### src/rtl/pulse_seq_pkg.sv
// rtl/pulse_seq_pkg.sv - shared state encoding and default constants for the pulse sequencer
package pulse_seq_pkg;

    typedef enum logic {
        ST_IDLE = 1'b0,
        ST_RUN  = 1'b1
    } state_t;

    localparam int DEF_CNT_W  = 8;
    localparam int DEF_PERIOD_C = 3;
    localparam int DEF_HIGH_C   = 1;

endpackage

### src/rtl/pulse_seq_cfg.sv
// rtl/pulse_seq_cfg.sv - config handshake, shadow register and active pattern configuration
module pulse_seq_cfg
    import pulse_seq_pkg::*;
#(
    parameter int CNT_W      = DEF_CNT_W,
    parameter int DEF_PERIOD = DEF_PERIOD_C,
    parameter int DEF_HIGH   = DEF_HIGH_C
) (
    input  logic             clk,
    input  logic             reset,
    input  logic             in_run,
    input  logic             wrap,
    input  logic             cfg_valid,
    output logic             cfg_ready,
    input  logic [CNT_W-1:0] cfg_period,
    input  logic [CNT_W-1:0] cfg_high,
    input  logic             cfg_oneshot,
    output logic [CNT_W-1:0] period_q,
    output logic [CNT_W-1:0] high_q,
    output logic             oneshot_q
);

    localparam logic [CNT_W-1:0] ONE   = CNT_W'(1);
    localparam logic [CNT_W-1:0] RST_P = (DEF_PERIOD == 0) ? ONE : CNT_W'(DEF_PERIOD);
    localparam logic [CNT_W-1:0] RST_H = CNT_W'(DEF_HIGH);

    logic             pending;
    logic [CNT_W-1:0] shadow_period;
    logic [CNT_W-1:0] shadow_high;
    logic             shadow_oneshot;
    logic             xfer;
    logic [CNT_W-1:0] period_in;

    assign cfg_ready = !pending;
    assign xfer      = cfg_valid && !pending;
    // A zero period would never reach its last count, so it is stored as 1.
    assign period_in = (cfg_period == '0) ? ONE : cfg_period;

    always_ff @(posedge clk) begin
        if (reset) begin
            pending        <= 1'b0;
            shadow_period  <= ONE;
            shadow_high    <= '0;
            shadow_oneshot <= 1'b0;
            period_q       <= RST_P;
            high_q         <= RST_H;
            oneshot_q      <= 1'b0;
        end else begin
            // Apply and accept are exclusive: accept needs !pending, apply needs pending.
            if (wrap && pending) begin
                period_q  <= shadow_period;
                high_q    <= shadow_high;
                oneshot_q <= shadow_oneshot;
                pending   <= 1'b0;
            end
            if (xfer) begin
                if (in_run) begin
                    shadow_period  <= period_in;
                    shadow_high    <= cfg_high;
                    shadow_oneshot <= cfg_oneshot;
                    pending        <= 1'b1;
                end else begin
                    period_q  <= period_in;
                    high_q    <= cfg_high;
                    oneshot_q <= cfg_oneshot;
                end
            end
        end
    end

endmodule

### src/rtl/pulse_sequencer.sv
// rtl/pulse_sequencer.sv - periodic / one-shot pulse pattern generator with shadowed config
module pulse_sequencer
    import pulse_seq_pkg::*;
#(
    parameter int CNT_W      = DEF_CNT_W,
    parameter int DEF_PERIOD = DEF_PERIOD_C,
    parameter int DEF_HIGH   = DEF_HIGH_C
) (
    input  logic             clk,
    input  logic             reset,
    input  logic             enable,
    input  logic             start,
    input  logic             cfg_valid,
    output logic             cfg_ready,
    input  logic [CNT_W-1:0] cfg_period,
    input  logic [CNT_W-1:0] cfg_high,
    input  logic             cfg_oneshot,
    output logic             out,
    output logic [CNT_W-1:0] count,
    output logic             wrap,
    output logic             busy
);

    localparam logic [CNT_W-1:0] ONE = CNT_W'(1);

    state_t           state_q, state_d;
    logic [CNT_W-1:0] count_q, count_d;
    logic [CNT_W-1:0] period_q;
    logic [CNT_W-1:0] high_q;
    logic             oneshot_q;
    logic             last;

    pulse_seq_cfg #(
        .CNT_W      (CNT_W),
        .DEF_PERIOD (DEF_PERIOD),
        .DEF_HIGH   (DEF_HIGH)
    ) u_cfg (
        .clk         (clk),
        .reset       (reset),
        .in_run      (state_q == ST_RUN),
        .wrap        (wrap),
        .cfg_valid   (cfg_valid),
        .cfg_ready   (cfg_ready),
        .cfg_period  (cfg_period),
        .cfg_high    (cfg_high),
        .cfg_oneshot (cfg_oneshot),
        .period_q    (period_q),
        .high_q      (high_q),
        .oneshot_q   (oneshot_q)
    );

    // period_q is never 0, so the subtraction cannot underflow.
    assign last  = (count_q == (period_q - ONE));
    assign count = count_q;

    always_ff @(posedge clk) begin
        if (reset) begin
            state_q <= ST_RUN;
            count_q <= '0;
        end else begin
            state_q <= state_d;
            count_q <= count_d;
        end
    end

    always_comb begin
        state_d = state_q;
        count_d = count_q;
        out     = 1'b0;
        busy    = 1'b0;
        wrap    = 1'b0;
        if (state_q == ST_RUN) begin
            busy = 1'b1;
            out  = (count_q < high_q);
            wrap = enable && last;
            if (enable) begin
                if (last) begin
                    count_d = '0;
                    if (oneshot_q) begin
                        state_d = ST_IDLE;
                    end
                end else begin
                    count_d = count_q + ONE;
                end
            end
        end else begin
            count_d = '0;
            if (start) begin
                state_d = ST_RUN;
            end
        end
    end

endmodule

### config.mk
export PLATFORM = sky130hd
export DESIGN_NAME = pulse_sequencer
export DESIGN_NICKNAME = d
export VERILOG_FILES = /design/src/rtl/pulse_seq_pkg.sv /design/src/rtl/pulse_seq_cfg.sv /design/src/rtl/pulse_sequencer.sv
export SDC_FILE = /design/constraint.sdc
export NUM_CORES = 1
export LEC_CHECK = 0
export BUFFER_PORTS_ARGS = -buffer_cell sky130_fd_sc_hd__buf_2
export CAP_MARGIN = 30
export CORE_ASPECT_RATIO = 1.5
export CORE_MARGIN = 8
export CORE_UTILIZATION = 50
export DETAILED_ROUTE_END_ITERATION = 8
export HOLD_SLACK_MARGIN = 0.02
export PLACE_DENSITY = 0.74
export SLEW_MARGIN = 30
export SYNTH_ARGS = -nofsm -noshare
export SYNTH_HDL_FRONTEND = slang
export SYNTH_SLANG_ARGS = --single-unit
### constraint.sdc
create_clock -name clk -period 2.4 [get_ports clk]
set_input_delay 0.24 -clock clk [delete_from_list [all_inputs] [get_ports clk]]
set_output_delay 0.24 -clock clk [all_outputs]
set_load 0.01 [all_outputs]
---- After elaboration in Yosys (flattened, before gate mapping) ----
Index checks and enable logic that the tools add are counted.
cells by class
  $add $sub $neg .......................... 2
  order comparisons ....................... 1
  eq/ne operators ......................... 1
  multiplexer cells ....................... 22
  bitwise logic cells ..................... 1
  reductions and logical operators ........ 7
operators with widths
  cell                                               number
  2-to-1 mux 8 bit                                   8
  2-to-1 mux 1 bit                                   14
  adder 8 x 1 -> 8 bit (second input constant)       1
  equality test 8 bit                                1
  logical NOT 8 bit                                  1
  < comparator 8 bit                                 1
  subtractor 8 x 1 -> 8 bit (second input constant)  1
  logical AND 1 bit                                  3
  AND reduction 2 bit                                1
  OR reduction 2 bit                                 1
  logical NOT 1 bit                                  1
  NOT 1 bit                                          1
word-level totals
  flip-flop bits (word level) ............. 44
  input bits .............................. 22
  output and inout port bits .............. 12

---- Longest topological paths before layout ----
  word-level depth ........................ 8
  depth in mapped cells ................... 9
  gate-level depth less buffers ........... 8

---- Cells and area by module ----
Synthesis repeated with hierarchy kept, for this count alone.
second synthesis, totals
  cells, all modules ...................... 285
  area total of the unflattened synthesis .. 2397.3 µm²
modules (own cells, without submodules)
  module           instances  cells each  area each (µm²)
  pulse_seq_cfg    1          180         1522.7
  pulse_sequencer  1          105         874.6

---- Least setup slack after synthesis ----
OpenSTA, ideal clock, no wires.
  kind .................................... flip-flop to flip-flop
  start point ............................. reg u_cfg.period_q[0]
  end point ............................... reg u_cfg.high_q[3]
  setup time .............................. 0.143 ns
  arrival ................................. 2.084 ns
  required time ........................... 2.257 ns
  path slack .............................. 0.173 ns
  stages on the path, launching flop included .. 9
  path buffers ............................ 1
  period minus slack after synthesis ...... 2.227 ns
  path through ............................ dfxtp_1 > inv_1 > ha_1 > nand2b_1 > a311oi_1 > o2111ai_2 > nor3_4 > buf_8 > a2111oi_2
on the way
  cells in the longest elaborated chain, start to end .. 8
RTL lines
  element                      RTL line               source
  from (decl)                  pulse_seq_cfg.sv:18    output logic [CNT_W-1:0] period_q,
  from (signal assigned)       pulse_seq_cfg.sv:51    period_q <= shadow_period;
  from (signal assigned)       pulse_seq_cfg.sv:63    period_q <= period_in;
  subtractor 8 x 1 -> 8 bit *  pulse_sequencer.sv:53  assign last = (count_q == (period_q - ONE));
  equality test 8 bit *        pulse_sequencer.sv:53
  logical AND 1 bit *          pulse_sequencer.sv:75  wrap = enable && last;
  2-to-1 mux 1 bit *           pulse_sequencer.sv:72  if (state_q == ST_RUN) begin
  logical AND 1 bit *          pulse_seq_cfg.sv:50    if (wrap && pending) begin
  2-to-1 mux 8 bit *           pulse_seq_cfg.sv:50
  2-to-1 mux 8 bit             pulse_seq_cfg.sv:57    if (in_run) begin
  2-to-1 mux 8 bit *           pulse_seq_cfg.sv:56    if (xfer) begin
  to (signal assigned)         pulse_seq_cfg.sv:52    high_q <= shadow_high;
  to (signal assigned)         pulse_seq_cfg.sv:64    high_q <= cfg_high;
  to (decl)                    pulse_seq_cfg.sv:19    output logic [CNT_W-1:0] high_q,
Mark *: on every way between the ends. The rest lies on a longest branch, timed or not.
A chain may end at the register's enable or synchronous reset.

---- Worst setup path in the final report ----
  start point ............................. reg u_cfg.period_q[0]
  end point ............................... out wrap
on the way
  cells in the longest elaborated chain, start to end .. 4
RTL lines
  element                    RTL line               source
  subtractor 8 x 1 -> 8 bit  pulse_sequencer.sv:53
  equality test 8 bit        pulse_sequencer.sv:53
  logical AND 1 bit          pulse_sequencer.sv:75
  2-to-1 mux 1 bit           pulse_sequencer.sv:72
  to (decl)                  pulse_sequencer.sv:20  output logic wrap,
No other way between the ends.

==> impl_metrics.env <==
export IMPL_crit_path_end_kind="output port"
export IMPL_avgViaCountPerCell=5.80
export IMPL_slew_headroom=0.540
export IMPL_start_util=0.518
export IMPL_start_kind="flop"
export IMPL_holdPathStages=3
export IMPL_clock_sinks=44
export IMPL_drtIter0Drc=98
export IMPL_antenna_found_initial=0
export IMPL_worst_slew_pin_slew_ns=0.690
export IMPL_num_rows=31
export IMPL_setup_tns_ns=0
export IMPL_post_route_period_util=0.963
export IMPL_synth_avg_cell_area_um2=8.81
export IMPL_synth_edf_count=0
export IMPL_core_area_mm2=0.00485
export IMPL_drc=0
export IMPL_ys_warnings_count=0
export IMPL_synth_seq_cells=44
export IMPL_seqCellArea_um2=885
export IMPL_async_reset_ff_frac=0
export IMPL_worst_hold_slack_ns=0.184
export IMPL_timing_rr_end="u_cfg.period_q[2]"
export IMPL_path_class="reg2out"
export IMPL_cts_max_level=2
export IMPL_grt_pass1_vias=2338
export IMPL_syn2layout_area_growth_pct=17.9
export IMPL_ys_flop_type="dfxtp_1"
export IMPL_clkTransAtPathRegs_ns=0.08
export IMPL_syn_area_mm2=0.00251
export IMPL_cp_required_ns=2.16
export IMPL_drive_above_1_share=0.287
export IMPL_grt_max_degree=20
export IMPL_gr_total_overflow=0
export IMPL_p_leak_nw=1.12
export IMPL_yosysSeqAreaShare=0.351
export IMPL_drv_cap=0
export IMPL_setup_violations_final=0
export IMPL_ys_types=49
export IMPL_critPathLaunch="u_cfg.period_q[0]"
export IMPL_nNetsFinal=358
export IMPL_reg2reg_depth=8
export IMPL_period_needed_ns=2.31
export IMPL_ioPinCount=34
export IMPL_maxSlewViolCount=0
export IMPL_worstHoldEndpoint="u_cfg.shadow_high[0]"
export IMPL_hpwlAfterDp_um=4560
export IMPL_syn_num_nets=316
export IMPL_reg2reg_from="u_cfg.period_q[1]"
export IMPL_cts_buffer_depth=2
export IMPL_io_buffers=33
export IMPL_yosysTopAreaCellShare=0.351
export IMPL_clk_latency_ns=0.29
export IMPL_die_area_mm2=0.00759
export IMPL_timing_fmax_ghz=0.432
export IMPL_status="complete, no violations"
export IMPL_numCtsBuffers=5
export IMPL_cts_hold_buf=0
export IMPL_clock_skew_ns=0.00651
export IMPL_die_x_um=73.9
export IMPL_drtAntennaViolNets=0
export IMPL_rsz0062_at_grt="yes"
export IMPL_peakVddDrop_uv=343
export IMPL_syn_inst=285
export IMPL_grt_use_total=0.186
export IMPL_multi_input_area_mm2=0.00148
export IMPL_powerDensity_mw_per_mm2=554
export IMPL_antenna_cells=0
export IMPL_root_buffer="clkbuf_8"
export IMPL_drt_pass1_iterations=4
export IMPL_path_cells="inv_1, ha_2, nand2b_1, a21oi_2, a311oi_2, buf_4, o2111ai_1, nor2_1, buf_2"
export IMPL_cpPeakStageDelay_ns=0.34
export IMPL_dieHeight_um=103
export IMPL_min_from="cfg_high[0]"
export IMPL_cts_tree="done"
export IMPL_synthTopCellsByCount="44 x dfxtp_1, 39 x nor2_1, 36 x nand2_1, 20 x a21oi_1, 15 x a311oi_1"
export IMPL_num_vias=2284
export IMPL_hp_class="in2reg"
export IMPL_slowest_stage="dfxtp_2"
export IMPL_synth_largest_area_cell="dfxtp_1"
export IMPL_fillers=441
export IMPL_crit_path_max_fanout=6
export IMPL_drt_total_wl_um=6410
export IMPL_final_hold_viol_count=0
export IMPL_synth_area_leaders="dfxtp_1 35%, a2111oi_2 7.8%, nor2_1 5.8%"
export IMPL_synth_most_common_cell="dfxtp_1"
export IMPL_grt_first_pass_wirelength_um=11200
export IMPL_regToRegSetupSlack_ns=0.16
export IMPL_worstPathArrival_ns=2.07
export IMPL_routabilityCongestion=0.903
export IMPL_wl_per_cell_um=16.3
[registers in the layout, indices dropped and copies added (netlist names)]
register              flops
u_cfg.pending             1
u_cfg.period_q            8
u_cfg.high_q              8
state_q                   1
u_cfg.shadow_oneshot      1
u_cfg.shadow_period       8
u_cfg.oneshot_q           1
count                     8
u_cfg.shadow_high         8
[final cells by class]
cell class,count,area share
Clock inverter,1,0.0101
Multi-Input combinational cell,211,0.499
Tap cell,66,0.0279
Clock buffer,7,0.0325
Timing Repair Buffer,54,0.117
Inverter,11,0.0139
Sequential cell,44,0.299
[cell families (layout without fill, tap and decap cells)]
family | after synthesis | in the layout | synth area share
AO/OA/AOI/OAI | 73 | 73 | 0.262
XOR/XNOR | 15 | 15 | 0.0523
adder cells (fa/ha/maj) | 9 | 9 | 0.0449
buffers and inverters | 30 | 73 | 0.0743
flip-flops | 44 | 44 | 0.351
AND/OR/NAND/NOR | 114 | 114 | 0.215
[worst max-delay path by stage]
stage | endpoint | slack (ns) | cells past startpoint
after detailed placement | u_cfg.period_q[2] | 0.02 | 7
after CTS | out | 0.05 | 7
final | wrap | 0.09 | 9
after global placement | u_cfg.period_q[2] | 0.10 | 7
after global routing | wrap | -0.04 | 9
after floorplan | u_cfg.high_q[3] | 0.17 | 8
[cells in the final DEF, fill, tap and decap left out, types with 2 or more instances in the layout]
cell / n
dfxtp_1: 41
nor2_1: 39
nand2_1: 36
buf_2: 33
a21oi_1: 19
buf_4: 19
a311oi_1: 14
a2111oi_2: 13
inv_1: 11
xnor2_1: 9
ha_1: 8
nor3_1: 7
clkbuf_8: 7
xor2_1: 6
nand3b_1: 5
a31oi_1: 5
nand2b_1: 3
nand4_1: 3
o21ai_0: 3
or3_1: 3
dfxtp_2: 3
and4_1: 2
a31o_2: 2
nand4b_1: 2
a21o_1: 2
and3_1: 2
nand3_1: 2
and2_1: 2
nor2b_1: 2
a211oi_2: 2
buf_12: 2
[where the power goes]
part / internal (mW) / switching [mW] / leakage [nW]
sequential: 0.758 / 0.0248 / 0.358
combinational: 0.100 / 0.137 / 0.694
clock: 0.367 / 0.254 / 0.0645
[timing repair]
item                                    in CTS  in global routing
setup buffers                                1                  1
endpoints found under the setup margin       8                 22
resized for setup                            0                  9
pin swaps                                    1                  2
[routing by layer]
metal / up-vias / track usage / share of wire
met4: 0 / 0.100 / 0.038
met2: 67 / 0.290 / 0.47
met3: 21 / 0.0312 / 0.038
met1: 1082 / 0.235 / 0.45
li1: 1114 / - / -
met5: - / 0 / 0
[worst max-delay path, delay by kind of cell (launching register included)]
kind / cells / cell delay, ns
adder cells (fa/ha/maj): 1 / 0.21
AND/OR/NAND/NOR: 2 / 0.35
flip-flops: 1 / 0.34
buffers and inverters: 3 / 0.39
AO/OA/AOI/OAI: 3 / 0.49
[through the flow]
step,instance area (µm²),total power [mW],instances,utilization,worst slack [ns]
global placement,2770,1.02,384,0.572,0.100
floorplan,2510,0.944,285,-,0.173
global route,2960,1.72,394,0.611,-0.0354
finish,2960,1.64,394,0.611,0.0878
detailed placement,2770,1.02,384,0.572,0.0210
CTS,2920,1.64,393,0.602,0.0503
Power figures use the tool's default switching activity.
